<file path="config.mk">
export PLATFORM = sky130hd
export DESIGN_NAME = packer
export DESIGN_NICKNAME = d
export VERILOG_FILES = /design/src/rtl/packer_pkg.sv /design/src/rtl/packer_rne_round.sv /design/src/rtl/packer.sv
export SDC_FILE = /design/constraint.sdc
export NUM_CORES = 1
export LEC_CHECK = 0
export CORE_ASPECT_RATIO = 0.6
export CORE_MARGIN = 4
export CORE_UTILIZATION = 60
export CTS_BUF_LIST = sky130_fd_sc_hd__clkbuf_8
export CTS_CLUSTER_SIZE = 10
export DETAILED_ROUTE_END_ITERATION = 6
export PLACE_DENSITY = 0.95
export SLEW_MARGIN = 40
export SYNTH_ARGS = -nofsm -noshare
export SYNTH_HDL_FRONTEND = slang
export SYNTH_SLANG_ARGS = --single-unit
</file>
<file path="constraint.sdc">
create_clock -name clk -period 6.7 [get_ports clk]
set_input_delay 0.67 -clock clk [delete_from_list [all_inputs] [get_ports clk]]
set_output_delay 0.67 -clock clk [all_outputs]
set_load 0.02 [all_outputs]
</file>
<file path="src/rtl/packer_pkg.sv">
// Shared definitions for the fixed-to-float packer: format constants,
// FSM state encoding and float field layout.
package packer_pkg;

  localparam int FP_BIAS  = 127;
  localparam int Q_FRAC   = 30;

  localparam int SIGN_BIT = 31;
  localparam int EXP_MSB  = 30;
  localparam int EXP_LSB  = 23;
  localparam int MANT_MSB = 22;

  typedef enum logic [1:0] {
    S_IDLE = 2'd0,
    S_ABS  = 2'd1,
    S_NORM = 2'd2,
    S_RND  = 2'd3
  } state_t;

  function automatic logic [31:0] pack_float(input logic s, input logic [7:0] e,
                                             input logic [22:0] m);
    logic [31:0] f;
    f = '0;
    f[SIGN_BIT]        = s;
    f[EXP_MSB:EXP_LSB] = e;
    f[MANT_MSB:0]      = m;
    return f;
  endfunction

endpackage

</file>
<file path="src/rtl/packer_rne_round.sv">
// Round-to-nearest-even of a normalised magnitude (hidden bit already dropped)
// into a 23-bit mantissa, bumping the exponent on mantissa carry-out.
module packer_rne_round
  import packer_pkg::*;
(
  input  logic [30:0]       mag,
  input  logic [7:0]        exp,
  output logic [7:0]        exp_out,
  output logic [MANT_MSB:0] mant_out
);

  logic        guard;
  logic        sticky;
  logic        round_up;
  logic [23:0] sum;

  assign guard    = mag[7];
  assign sticky   = |mag[6:0];
  assign round_up = guard & (sticky | mag[8]);

  // Carry-out leaves sum[22:0] at zero, which is exactly the wrapped mantissa.
  assign sum      = {1'b0, mag[30:8]} + {23'd0, round_up};
  assign mant_out = sum[MANT_MSB:0];
  assign exp_out  = exp + {7'd0, sum[23]};

endmodule

</file>
<file path="src/rtl/packer.sv">
// Q2.30 signed fixed-point to IEEE-754 single converter: abs, one-bit-per-cycle
// normalisation, then round-to-nearest-even. start/done handshake, clk_en freeze.
//
// state | meaning
// IDLE  | waiting for start; result held
// ABS   | take sign and magnitude, load initial exponent, zero short-cut
// NORM  | shift left until mag[31] set, decrementing exponent
// RND   | round, pack, pulse done
module packer
  import packer_pkg::*;
#(
  parameter int WIDTH     = 32,
  parameter int FRAC_BITS = Q_FRAC,
  parameter int BIAS      = FP_BIAS
) (
  input  logic             clk,
  input  logic             reset_n,
  input  logic             clk_en,
  input  logic             start,
  input  logic [WIDTH-1:0] dataa,
  output logic             busy,
  output logic             done,
  output logic [WIDTH-1:0] result
);

  localparam logic [8:0] EXP_INIT = 9'(BIAS + WIDTH - 1 - FRAC_BITS);

  state_t           state;
  logic [WIDTH-1:0] mag_q;
  logic [8:0]       exp_q;
  logic             sign_q;

  logic [WIDTH-1:0] mag_abs;
  logic [7:0]       rnd_exp;
  logic [22:0]      rnd_mant;

  // Unsigned magnitude: -0x80000000 stays 0x80000000, which is the correct |x|.
  assign mag_abs = mag_q[WIDTH-1] ? -mag_q : mag_q;

  packer_rne_round u_rnd (
    .mag      (mag_q[30:0]),
    .exp      (exp_q[7:0]),
    .exp_out  (rnd_exp),
    .mant_out (rnd_mant)
  );

  always_ff @(posedge clk or negedge reset_n) begin
    if (!reset_n) begin
      state  <= S_IDLE;
      busy   <= 1'b0;
      done   <= 1'b0;
      result <= '0;
      mag_q  <= '0;
      exp_q  <= '0;
      sign_q <= 1'b0;
    end else if (clk_en) begin
      done <= 1'b0;
      case (state)
        S_IDLE: begin
          if (start) begin
            mag_q <= dataa;
            busy  <= 1'b1;
            state <= S_ABS;
          end
        end
        S_ABS: begin
          sign_q <= mag_q[WIDTH-1];
          mag_q  <= mag_abs;
          exp_q  <= EXP_INIT;
          if (mag_q == '0) begin
            result <= '0;
            done   <= 1'b1;
            busy   <= 1'b0;
            state  <= S_IDLE;
          end else begin
            state  <= S_NORM;
          end
        end
        S_NORM: begin
          if (!mag_q[WIDTH-1]) begin
            mag_q <= {mag_q[WIDTH-2:0], 1'b0};
            exp_q <= exp_q - 9'd1;
          end else begin
            state <= S_RND;
          end
        end
        S_RND: begin
          result <= pack_float(sign_q, rnd_exp, rnd_mant);
          done   <= 1'b1;
          busy   <= 1'b0;
          state  <= S_IDLE;
        end
        default: begin
          busy  <= 1'b0;
          state <= S_IDLE;
        end
      endcase
    end
  end

endmodule

</file>
==> results by group <==
Layout
  • Final nets: 688
  • Layout area overhead: 15.9%
  • Reg area: 1930 um^2
  • Antenna cells: 0
  • Area of the multi-input gates: 2940 um^2
  • Fill cells: 581
  • Final Non-Filler Cells: 755
  • Fraction of layout cells with a size suffix above 1: 9.58%

Logic synthesis
  • Yosys top cell by area: dfrtp_1
  • Top cells by area, synth: dfrtp_1 38%, nand2_1 5.0%, nor2_1 4.3%
  • Main synth FF type: dfrtp_1
  • Avg Cell Area, Syn: 8.32 um^2
  • #FFs+latches synth: 77
  • Post-Syn Nets: 663
  • Post-synth cell types: 64
  • Mapped Area: 5130 um^2
  • Synth warnings: 0
  • Post-synth top area share: 37.6%
  • Async set-or-reset flop fraction in the synthesized netlist: 100%
  • Post-synth EDFFs: 0
  • Seq/Total Area, Yosys: 37.6%
  • Cells after synthesis: 617

Placement
  • GP Congestion: 0.934
  • Dpl cells: 739
  • Port-buffer cells: 69
  • Dpl hpwl: 9820 um

Global routing
  • GRT overflow: 0
  • Global-route wire length before repair: 22900 um
  • Initial antenna violation count: 0
  • GRT Total Usage: 28.2%
  • Largest net degree at the start of global routing: 82
  • Vias in the first global route: 4667

Clock network
  • CTS tree: built
  • Post CTS Setup Buffer Count: 0
  • Clock Sinks: 77
  • Root buf cell: clkbuf_8
  • Clock Latency Late Sink: 0.37 ns
  • CTS Hold Buffers Added: 0
  • Post-CTS sizing: 0
  • Cts bufs inserted: 9
  • CTS Buffer Depth: 2
  • H-tree depth: 3
  • CTS clk-pin slew, worst paths: 0.09 ns

Drt
  • Drt drc: 0
  • Remaining antenna violation count after routing: 0
  • Initial DRC Count: 782
  • DRT Pass-1 Iters: 6
  • DR WL/cell: 18.8 um
  • Routed vias/inst: 6.66
  • DR vias: 5030
  • Total Wirelength: 14200 um

Outcome
  • Status: finished, final reports clean

Floorplanning
  • IO Pins: 70
  • DIE HEIGHT: 79.6 um
  • Initial Utilization: 63.3%
  • FP Rows: 25
  • Die area: 10100 um^2
  • Die X: 127 um
  • Core outline area: 8100 um^2

Worst setup path
  • Critical path required time: 6.96 ns
  • Worst path arrival time: 3.41 ns
  • Crit end category: register
  • Worst R2R Start: mag_q[14]
  • WS Path Type: register to register
  • Startpoint class of the critical path: register
  • FF-to-FF path depth: 10
  • Worst reg2reg setup slack: 3.55 ns
  • CP max FO: 13
  • Reg2reg end: result[30]

Job
  • Maxcap violations: 0

Timing
  • Setup violators final: 0
  • Max Slew Vio Count: 0
  • Slew @ Worst Pin: 0.802 ns
  • Max Fclk: 0.318 GHz
  • Clk_skew: 0.0159 ns
  • Sum Neg Setup Slack: 0 ns
  • RSZ-0062 raised after global routing: no
  • Final critical-path share of the clock period: 47.0%
  • Rel. slew slack: 46.1%
  • Hold Fails Final Rpt: 0
  • Clock period minus worst slack: 3.15 ns

Power
  • VDD IR-drop max: 0.000286 V
  • Cell Pwr Density: 482 nW/um^2
  • Static Leak: 2.25 nW

Min path
  • Worst hold-check path type: primary input to async pin
[registers in the layout, summed over array words and instances (netlist names), named ones only]
signal,count
state,1
sign_q,1
busy,1
mag_q,32
done,1
result,32
exp_q,8
[metrics by stage]
step           utilization [%]  power (W)  setup WS, ns  instance area (um^2)  hold WS [ns]
2_1_floorplan                -    0.00204          4.04                  5130         0.374
3_3_place_gp              70.9    0.00240          3.58                  5740         0.462
3_5_place_dp              71.2    0.00250          3.65                  5770         0.469
4_1_cts                   73.4    0.00282          3.65                  5940         0.350
5_1_grt                   73.4    0.00306          3.43                  5950         0.380
6_report                  73.4    0.00287          3.55                  5950         0.334
[Yosys cell counts (6+ instances only)]
master    instances
or2_2             6
nand4_1          11
nor3_1           23
nor4_1           14
clkbuf_1         51
inv_1            12
xnor2_1          19
nor2_1           59
a31oi_1          13
a22o_1            6
dfrtp_1          77
ha_1             10
o21ai_2          20
xor2_1           19
a21oi_1          20
nand3_1          21
o211ai_1          8
o31ai_1          14
o21ai_0          38
nand2_1          68
nor2b_1          12
and3_1            7
[layout make-up]
class,count,area share (%)
Multi-Input combinational cell,468,49.4
Sequential cell,77,32.4
Timing Repair Buffer,73,12.1
Clock buffer,10,2.31
Tap cell,108,2.27
Inverter,13,0.821
Clock inverter,6,0.673
[worst max-delay path, stage by stage, from the launching register on]
cell and delay (ns):
dfrtp_1 0.57, nand4_1 0.24, nor4_2 0.74, and2_1 0.26, and3_1 0.20, ha_1 0.22
nand4_1 0.15, nor2_1 0.27, nand2_1 0.11, xor2_1 0.21, o21ai_2 0.07
[cells in the final DEF (no fill, tap or decap), types with 3 or more instances in the layout]
cell type,instances
nor3b_1,4
or3_1,5
a211oi_1,3
and3_1,7
o311ai_0,3
or4_1,4
a31oi_1,12
o311a_1,4
dfrtp_1,77
xnor2_1,19
nor2_1,59
and2_1,4
nor4_2,4
buf_4,4
o21ai_0,38
ha_1,9
nor3_1,23
xor2_1,19
o31a_1,3
a211o_1,3
a22o_1,6
o21ai_2,20
o41ai_1,5
nand3_1,21
clkbuf_8,10
clkdlybuf4s50_1,68
o31ai_1,14
a21oi_1,20
nand2_1,67
inv_1,13
nand4_1,11
o211ai_1,8
nand3b_1,4
clkinvlp_4,3
or2_2,6
nor2b_1,11
nor4_1,11
nand2b_1,3
[where the power goes]
part	internal (W)	leakage, nW	total [W]	switching, W
Clock	0.000143	0.0857	0.000327	0.000184
Combinational	0.000637	1.19	0.00157	0.000930
Sequential	0.000667	0.978	0.000972	0.000304
Total	0.00145	2.25	0.00287	0.00142
[kinds of logic (layout without fill, tap and decap cells)]
| family | Yosys count | in the layout | synth area share, % |
|---|---|---|---|
| and+or+nand+nor | 256 | 256 | 25.0 |
| AOI/OAI and AO/OA | 161 | 161 | 22.0 |
| xor gates and xnor gates | 38 | 38 | 6.49 |
| muxes | 3 | 3 | 0.634 |
| buffers and inverters | 72 | 102 | 5.90 |
| DFF | 77 | 77 | 37.6 |
| adders and majority gates | 10 | 10 | 2.44 |
[worst max-delay path by stage]
stage	start	endpoint	cells after the start
2_1_floorplan	mag_q[8]	result[30]	11
3_3_place_gp	mag_q[14]	result[30]	10
3_5_place_dp	mag_q[14]	result[30]	10
4_1_cts	mag_q[14]	result[30]	10
5_1_grt	mag_q[14]	result[30]	10
6_report	mag_q[14]	result[30]	10
[metal layers]
layer | GRT usage (%) | vias up | share of wire, %
met2 | 42.9 | 330 | 45
met4 | 10.7 | 0 | 2.4
met5 | 0 | - | 0
li1 | - | 2274 | -
met3 | 7.09 | 40 | 11
met1 | 39.1 | 2386 | 42
Note: power is estimated with default switching activity, not from simulation.
